`config.mk`:
```
export PLATFORM = sky130hd
export DESIGN_NAME = exception_commit_reporter
export DESIGN_NICKNAME = d
export VERILOG_FILES = /design/src/rtl/exception_commit_reporter.sv
export SDC_FILE = /design/constraint.sdc
export NUM_CORES = 1
export LEC_CHECK = 0
export ABC_CLOCK_PERIOD_IN_PS = 2600
export CORE_MARGIN = 4
export CORE_UTILIZATION = 42
export DETAILED_ROUTE_END_ITERATION = 16
export PLACE_DENSITY = 0.77
export SYNTH_ARGS = -nofsm -noshare
export SYNTH_HDL_FRONTEND = slang
export SYNTH_SLANG_ARGS = --single-unit
```
`constraint.sdc`:
```
create_clock -name clk -period 2.6 [get_ports clk]
set_input_delay 0.78 -clock clk [delete_from_list [all_inputs] [get_ports clk]]
set_output_delay 0.78 -clock clk [all_outputs]
set_load 0.01 [all_outputs]
```
`src/rtl/exception_commit_reporter.sv`:
```
// Precise-exception initiator: keeps the oldest reported exception, raises it when
// it reaches the ROB head, and holds until the handler answers with recover.
module exception_commit_reporter #(
    parameter int PTR_W   = 4,
    parameter int CAUSE_W = 4,
    parameter int TIMEOUT = 15
) (
    input  logic               clk,
    input  logic               reset,
    input  logic               report_valid,
    input  logic [PTR_W-1:0]   report_rob_idx,
    input  logic [CAUSE_W-1:0] report_cause,
    input  logic [31:0]        report_epc,
    input  logic               rob_head_valid,
    input  logic [PTR_W-1:0]   rob_head_ptr,
    input  logic               flush_valid,
    input  logic [PTR_W-1:0]   flush_rob_idx,
    input  logic               recover,
    output logic               exception_occurred,
    output logic [PTR_W-1:0]   exception_pc,
    output logic [CAUSE_W-1:0] exception_cause,
    output logic [31:0]        exception_epc,
    output logic               retire_block,
    output logic               timeout_err
);

    localparam int CNT_W = (TIMEOUT < 2) ? 1 : $clog2(TIMEOUT + 1);
    localparam logic [CNT_W-1:0] TIMEOUT_C = CNT_W'(TIMEOUT);

    typedef enum logic [1:0] {
        IDLE,
        PENDING,
        RAISE,
        WAIT_RECOVER
    } state_t;

    state_t             state, state_next;
    logic [PTR_W-1:0]   held_idx, held_idx_next;
    logic [CAUSE_W-1:0] held_cause, held_cause_next;
    logic [31:0]        held_epc, held_epc_next;
    logic [CNT_W-1:0]   cnt, cnt_next, cnt_inc;
    logic               timeout_err_next;
    logic               exc_pulse_q;

    // Ages are distances from the ROB head; modular subtraction handles index wrap.
    logic [PTR_W-1:0]   age_report, age_flush, age_held;
    logic               report_survives, held_flushed, head_match;

    assign age_report      = report_rob_idx - rob_head_ptr;
    assign age_flush       = flush_rob_idx - rob_head_ptr;
    assign age_held        = held_idx - rob_head_ptr;
    assign report_survives = report_valid && (!flush_valid || (age_report < age_flush));
    assign held_flushed    = flush_valid && (age_held >= age_flush);
    assign head_match      = rob_head_valid && (rob_head_ptr == held_idx);
    assign cnt_inc         = cnt + 1'b1;

    always_comb begin
        state_next       = state;
        held_idx_next    = held_idx;
        held_cause_next  = held_cause;
        held_epc_next    = held_epc;
        cnt_next         = cnt;
        timeout_err_next = timeout_err;

        case (state)
            IDLE: begin
                if (report_survives) begin
                    held_idx_next   = report_rob_idx;
                    held_cause_next = report_cause;
                    held_epc_next   = report_epc;
                    state_next      = PENDING;
                end
            end

            PENDING: begin
                // A flush covering the held entry wins over raising it this cycle.
                if (held_flushed) begin
                    if (report_survives) begin
                        held_idx_next   = report_rob_idx;
                        held_cause_next = report_cause;
                        held_epc_next   = report_epc;
                    end else begin
                        state_next = IDLE;
                    end
                end else if (head_match) begin
                    state_next = RAISE;
                end else if (report_survives && (age_report < age_held)) begin
                    held_idx_next   = report_rob_idx;
                    held_cause_next = report_cause;
                    held_epc_next   = report_epc;
                end
            end

            RAISE: begin
                if (recover) begin
                    state_next = IDLE;
                end else begin
                    state_next = WAIT_RECOVER;
                    cnt_next   = '0;
                end
            end

            WAIT_RECOVER: begin
                if (recover) begin
                    state_next = IDLE;
                end else begin
                    cnt_next = cnt_inc;
                    if (cnt_inc == TIMEOUT_C) begin
                        timeout_err_next = 1'b1;
                        state_next       = RAISE;
                    end
                end
            end

            default: state_next = IDLE;
        endcase
    end

    always_ff @(posedge clk or posedge reset) begin
        if (reset) begin
            state       <= IDLE;
            held_idx    <= '0;
            held_cause  <= '0;
            held_epc    <= '0;
            cnt         <= '0;
            timeout_err <= 1'b0;
            exc_pulse_q <= 1'b0;
        end else begin
            state       <= state_next;
            held_idx    <= held_idx_next;
            held_cause  <= held_cause_next;
            held_epc    <= held_epc_next;
            cnt         <= cnt_next;
            timeout_err <= timeout_err_next;
            exc_pulse_q <= (state_next == RAISE);
        end
    end

    assign exception_occurred = exc_pulse_q;
    assign exception_pc       = (state != IDLE) ? held_idx   : '0;
    assign exception_cause    = (state != IDLE) ? held_cause : '0;
    assign exception_epc      = (state != IDLE) ? held_epc   : '0;
    assign retire_block       = ((state == PENDING) && head_match) ||
                                (state == RAISE) || (state == WAIT_RECOVER);

endmodule

```
# [After elaboration in Yosys (flattened, before gate mapping)]
# Cells that the tools add are included.
[op_classes] n_addsub=4 n_lt_le_gt_ge=3 eq_ne=10 mux=29 bitwise_logic=1 reduce_logical=16
[op_table] cell="32-bit two-way mux" n=5
[op_table] cell="32-bit one-hot mux with 2 select lines" n=1
[op_table] cell="4-bit two-way mux" n=12
[op_table] cell="4-bit one-hot mux with 2 select lines" n=3
[op_table] cell="2-bit two-way mux" n=7
[op_table] cell="4-bit subtractor" n=3
[op_table] cell="3-bit AND reduction" n=3
[op_table] cell="4-bit < comparator" n=2
[op_table] cell="2-bit one-hot mux with 4 select lines" n=1
[op_table] cell="2-bit == test (second input constant)" n=3
[op_table] cell="3-bit inequality test (second input constant)" n=2
[op_table] cell="2-bit nonzero test" n=3
[op_table] cell="1-bit logical AND" n=5
[op_table] cell="4-bit by 1-bit adder with 4-bit output (second input constant)" n=1
[op_table] cell="4-bit == test" n=1
[op_table] cell="4-bit == test (second input constant)" n=1
[op_table] cell="4-bit >= comparator" n=1
[op_table] cell="2-bit inequality test (second input constant)" n=2
[op_table] cell="1-bit logical OR" n=3
[op_table] cell="2-bit by 1-bit == test with 1-bit output (second input constant)" n=1
[op_table] cell="2-bit logical NOT" n=1
[op_table] cell="1-bit logical NOT" n=1
[op_table] cell="1-bit inverter" n=1
[word_totals] register_bits=48 input_bits=54 out_inout_bits=43 elab_cells=70

# [Logic depth before layout (Yosys ltp)]
[logic_depth] ltp_word=9 depth_mapped=13 mapped_depth_nobuf=12

# [Least setup slack after synthesis]
# No wires, ideal clock.
[synth_timing] path_kind="in2reg" start="input rob_head_ptr[1]" end="register held_cause[1]" setup_time_ns=0.125 t_arrival_ns=3.227 required_time_ns=2.475 setup_slack_ns=-0.752 cell_stages=12 n_path_buf=1 path_cell_list="inv_1 -> ha_1 -> a21o_1 -> a21o_1 -> xnor2_1 -> ha_1 -> nand2_1 -> a211oi_1 -> a211oi_2 -> a311o_4 -> buf_12 -> mux2_4"
[synth_between] elab_chain_cells=7 word_cells_on_any_way=18 classes_between="add/sub: 3; order compare: 3; eq/ne: 3; mux: 3; reduce/logical: 6"
[synth_lines] item="from (decl)" line_no="15" rtl="input logic [PTR_W-1:0] rob_head_ptr,"
[synth_lines] item="4-bit subtractor, on equally long branches" line_no="49, 50"
[synth_lines] item="4-bit < comparator" line_no="52" rtl="assign report_survives = report_valid && (!flush_valid || (age_report < age_flush));"
[synth_lines] item="1-bit logical OR" line_no="52"
[synth_lines] item="1-bit logical AND" line_no="52"
[synth_lines] item="4-bit two-way mux / 1-bit logical AND (equally long branches)"
[synth_lines] item="4-bit two-way mux / 3-bit inequality test (equally long branches)"
[synth_lines] item="4-bit one-hot mux with 2 select lines / 3-bit AND reduction (equally long branches)"
[synth_lines] item="to (signal assigned)" line_no="131" rtl="held_cause <= held_cause_next;"
[synth_lines] item="to (decl)" line_no="39" rtl="logic [CAUSE_W-1:0] held_cause, held_cause_next;"
# Parallel ways exist; a longest one is shown, timed or not.
# A chain may end at the register's enable or synchronous reset.

# [Worst setup path after layout]
[layout_timing] start="input report_rob_idx[1]" end="register held_idx[2]"
[layout_between] elab_chain_cells=7 word_cells_on_any_way=11 classes_between="add/sub: 1; order compare: 2; eq/ne: 1; mux: 3; reduce/logical: 4"
[layout_lines] item="from (decl)" line_no="11" rtl="input logic [PTR_W-1:0] report_rob_idx,"
[layout_lines] item="4-bit subtractor (*)" line_no="49" rtl="assign age_report = report_rob_idx - rob_head_ptr;"
[layout_lines] item="4-bit < comparator" line_no="52"
[layout_lines] item="1-bit logical OR" line_no="52"
[layout_lines] item="1-bit logical AND" line_no="52"
[layout_lines] item="4-bit two-way mux / 1-bit logical AND (equally long branches)"
[layout_lines] item="4-bit two-way mux / 3-bit inequality test (equally long branches)"
[layout_lines] item="4-bit one-hot mux with 2 select lines / 3-bit AND reduction (equally long branches)"
[layout_lines] item="to (signal assigned)" line_no="130" rtl="held_idx <= held_idx_next;"
[layout_lines] item="to (decl)" line_no="38" rtl="logic [PTR_W-1:0] held_idx, held_idx_next;"
# Mark *: on every way between the ends. The rest lies on a longest branch, timed or not.

==> metrics <==
Power Density 1235 mW/mm2; GPL Wtd Cong 0.8286; Tightest Hold Check Type reg -> reg; status complete, but fails checks; count leader, synth dfrtp_1; CTS tree yes; TritonRoute pass-1 iters 4; Slew @ Worst Pin 0.3117 ns; Die X 92.17 um; Post-Route Setup TNS -24.36 ns; xor and xnor area share after synthesis 2.902%; TritonCTS buffer count 5; grt ovf 0; dpl cell area 0.004220 mm2; Hold Path Origin timeout_err$_DFFE_PP0P_; Cells after Synth 242; initial drt markers 56; HPWL Detailed 5312 um; clock slew at the register clock pins of the worst setup and hold paths 0.09 ns; initial core utilization 43.55%; largest cells by area after synthesis dfrtp_1 40%, mux2_4 20%, nor2b_1 8.6%; CP Buf/Inv Count 3; Post-Synth Adder-Cell Area 10.39%; Seq/Total Area, Yosys 40.37%; full die area 0.008494 mm2; Post-synth EDFFs 0; clock sink count 48; vias in the first global route 2,611; crit path time final 3.222 ns; Register-to-Register Path Depth 12; Rel. slew slack 79.22%; CTS hold repair buffers 0; fin area 0.004757 mm2; Core ar. 0.006832 mm2; Skew-Pair Late Insertion Delay 0.30 ns; Final Hold Viols 0; Crit Reg-Reg Endpoint held_idx[2]$_DFFE_PP0P_; share of the synthesized area in the top cell type 40.37%; WP data required 2.79 ns; Post-Synth Simple-Gate Area 13.62%; RSZ-0062 raised after global routing yes; async set-reset flop share out of synthesis 100.0%; Fmax achieved 0.3104 GHz; mux contribution to synthesized area 20.02%; crit end category flip-flop; critical path arrival 3.41 ns; R2R Setup Slk -0.44 ns; final worst setup slack -0.6219 ns; crit path kind in -> reg; worst r2r src held_idx[0]$_DFFE_PP0P_; Min-Delay Path Depth 1; via-per-instance ratio 4.769; # diodes 0; VDD IR max 793.9 uV; # DRC 0; GRT Util Overall 18.10%; leading area contributor after synthesis dfrtp_1; IO Pins 97; DR WL/cell 15.54 um; Post-synth top cells 48 x dfrtp_1, 41 x nor2b_1, 39 x mux2_4; CP dominant cell by count buf_12; count of input and output buffers 96; count of final setup violators 44; CP startpoint report_rob_idx[1]; final net count 455; Max-Cap Viols 0; worst-path maximum fanout 8; post-synth net total 318; Final period util 123.9%; largest family of logic cells by synthesized area multiplexers; final antenna-violating net count 0; htree depth 2; prevailing post-synth register cell dfrtp_1; first-pass GRT wire length 12,280 um; hold path endpoint timeout_err$_DFFE_PP0P_; violated checks negative setup slack; synth unique cells 42; final WL 7399 um; Max Slew Vio Count 0; fraction of layout instances using a drive strength above 1 35.79%; CP top delay family adder cells; Synth Register Bits 48; worst path cell trace dlygate4sd2_1 -> fa_1 -> ha_1 -> a21oi_2 -> maj3_2 -> o211ai_2 -> a311o_4 -> buf_12 -> buf_12 -> mux2_4; Worst path slowest cell fa_1; initial antenna violation count 0; largest net degree at the start of global routing 49; Max Root-Sink Buffers 2; skew final 0.007286 ns; Leak 2.167 nW; Synth Cell Area 0.002975 mm2; max incr delay on CP 0.52 ns; synthesis-to-finish area growth 59.88%; Clock Tree Root clkbuf_8; # rows 30; Die Y 92.17 um; WP depth 10; Critical Path Start Type primary input; Syn Area/Cell 12.29 um2; Synth Area in Compound Gates 7.107%; Synth warnings 0; Via Count 2,270
[layer usage]
layer	track usage (%)	vias to the layer above	wire [um]
met5	0	-	0
met2	33.33	72	3874
li1	-	1092	-
met4	4.703	0	83
met1	20.69	1097	3050
met3	4.676	9	390
[how the worst max path moves through the flow]
| stage | to | slack [ns] |
|---|---|---|
| CTS | held_idx[3]$_DFFE_PP0P_ | -0.62 |
| floorplan | held_cause[1]$_DFFE_PP0P_ | -0.62 |
| detailed placement | held_epc[27]$_DFFE_PP0P_ | -1.39 |
| global route | held_epc[8]$_DFFE_PP0P_ | -0.70 |
| global placement | held_epc[16]$_DFFE_PP0P_ | -1.34 |
| finish | held_idx[2]$_DFFE_PP0P_ | -0.62 |
[stage by stage]
| step | setup WS, ns | utilization [%] | hold slack [ns] | power [W] | cells |
|---|---|---|---|---|---|
| 2_1_floorplan | -0.6155 | - | 0.4734 | 0.003478 | 242 |
| 3_3_place_gp | -1.338 | 61.78 | 0.4539 | 0.004650 | 449 |
| 3_5_place_dp | -1.387 | 61.78 | 0.4655 | 0.004761 | 449 |
| 4_1_cts | -0.6209 | 68.88 | 0.4864 | 0.005873 | 471 |
| 5_1_grt | -0.6995 | 69.63 | 0.5162 | 0.006241 | 476 |
| 6_report | -0.6219 | 69.63 | 0.4778 | 0.005873 | 476 |
[cells by family (layout without fill, tap and decap cells)]
family,after synthesis,after routing
buffers and inverters,25,163
multiplexers,40,40
AND/OR/NAND/NOR,69,69
flip-flops,48,48
adder cells (fa/ha/maj),23,23
XOR/XNOR,9,9
AO/OA/AOI/OAI,28,28
[what timing repair did]
action | 4_1_cts | 5_1_grt
resized for setup | 67 | 11
setup buffers | 11 | 7
pin swaps | 28 | 14
gates cloned | 4 | 0
endpoints found under the hold margin | 0 | 0
endpoints found under the setup margin | 53 | 75
[power breakdown]
group | switching, W | total, W | internal, W | leakage [nW]
Combinational | 0.00149 | 0.00399 | 0.00250 | 1.54
Clock | 0.000255 | 0.000545 | 0.000290 | 0.0583
Sequential | 0.000233 | 0.00134 | 0.00111 | 0.570
[cell usage in the layout, fill, tap and decap left out, types with 2 or more instances in the layout]
| cell | count |
|---|---|
| clkdlybuf4s50_1 | 87 |
| dfrtp_1 | 47 |
| nor2b_1 | 41 |
| mux2_4 | 39 |
| buf_4 | 26 |
| ha_1 | 10 |
| buf_6 | 10 |
| inv_1 | 9 |
| ha_4 | 9 |
| nand2_1 | 7 |
| o21ai_1 | 6 |
| nand2b_1 | 5 |
| xnor2_2 | 5 |
| inv_2 | 5 |
| a21o_1 | 5 |
| clkbuf_8 | 5 |
| buf_12 | 5 |
| a21oi_2 | 4 |
| a211oi_2 | 3 |
| fa_1 | 3 |
| buf_16 | 3 |
| buf_2 | 3 |
| xnor2_1 | 2 |
| nor2_1 | 2 |
| and2_1 | 2 |
| clkinv_4 | 2 |
| dlygate4sd2_1 | 2 |
| buf_8 | 2 |
[flip-flops by register name, summed over array words and instances (netlist names)]
| register | count |
|---|---|
| held_epc | 32 |
| timeout_err | 1 |
| state | 2 |
| exception_occurred | 1 |
| cnt | 4 |
| held_idx | 4 |
| held_cause | 4 |
[final cells by class]
class | instances | area (um2)
Tap cell | 96 | 120.1
Inverter | 16 | 68.82
Clock inverter | 3 | 47.55
Timing Repair Buffer | 139 | 1435
Sequential cell | 48 | 1202
Clock buffer | 5 | 68.82
Fill cell | 508 | 2074
Multi-Input combinational cell | 169 | 1814
(Power assumes the default switching activity.)
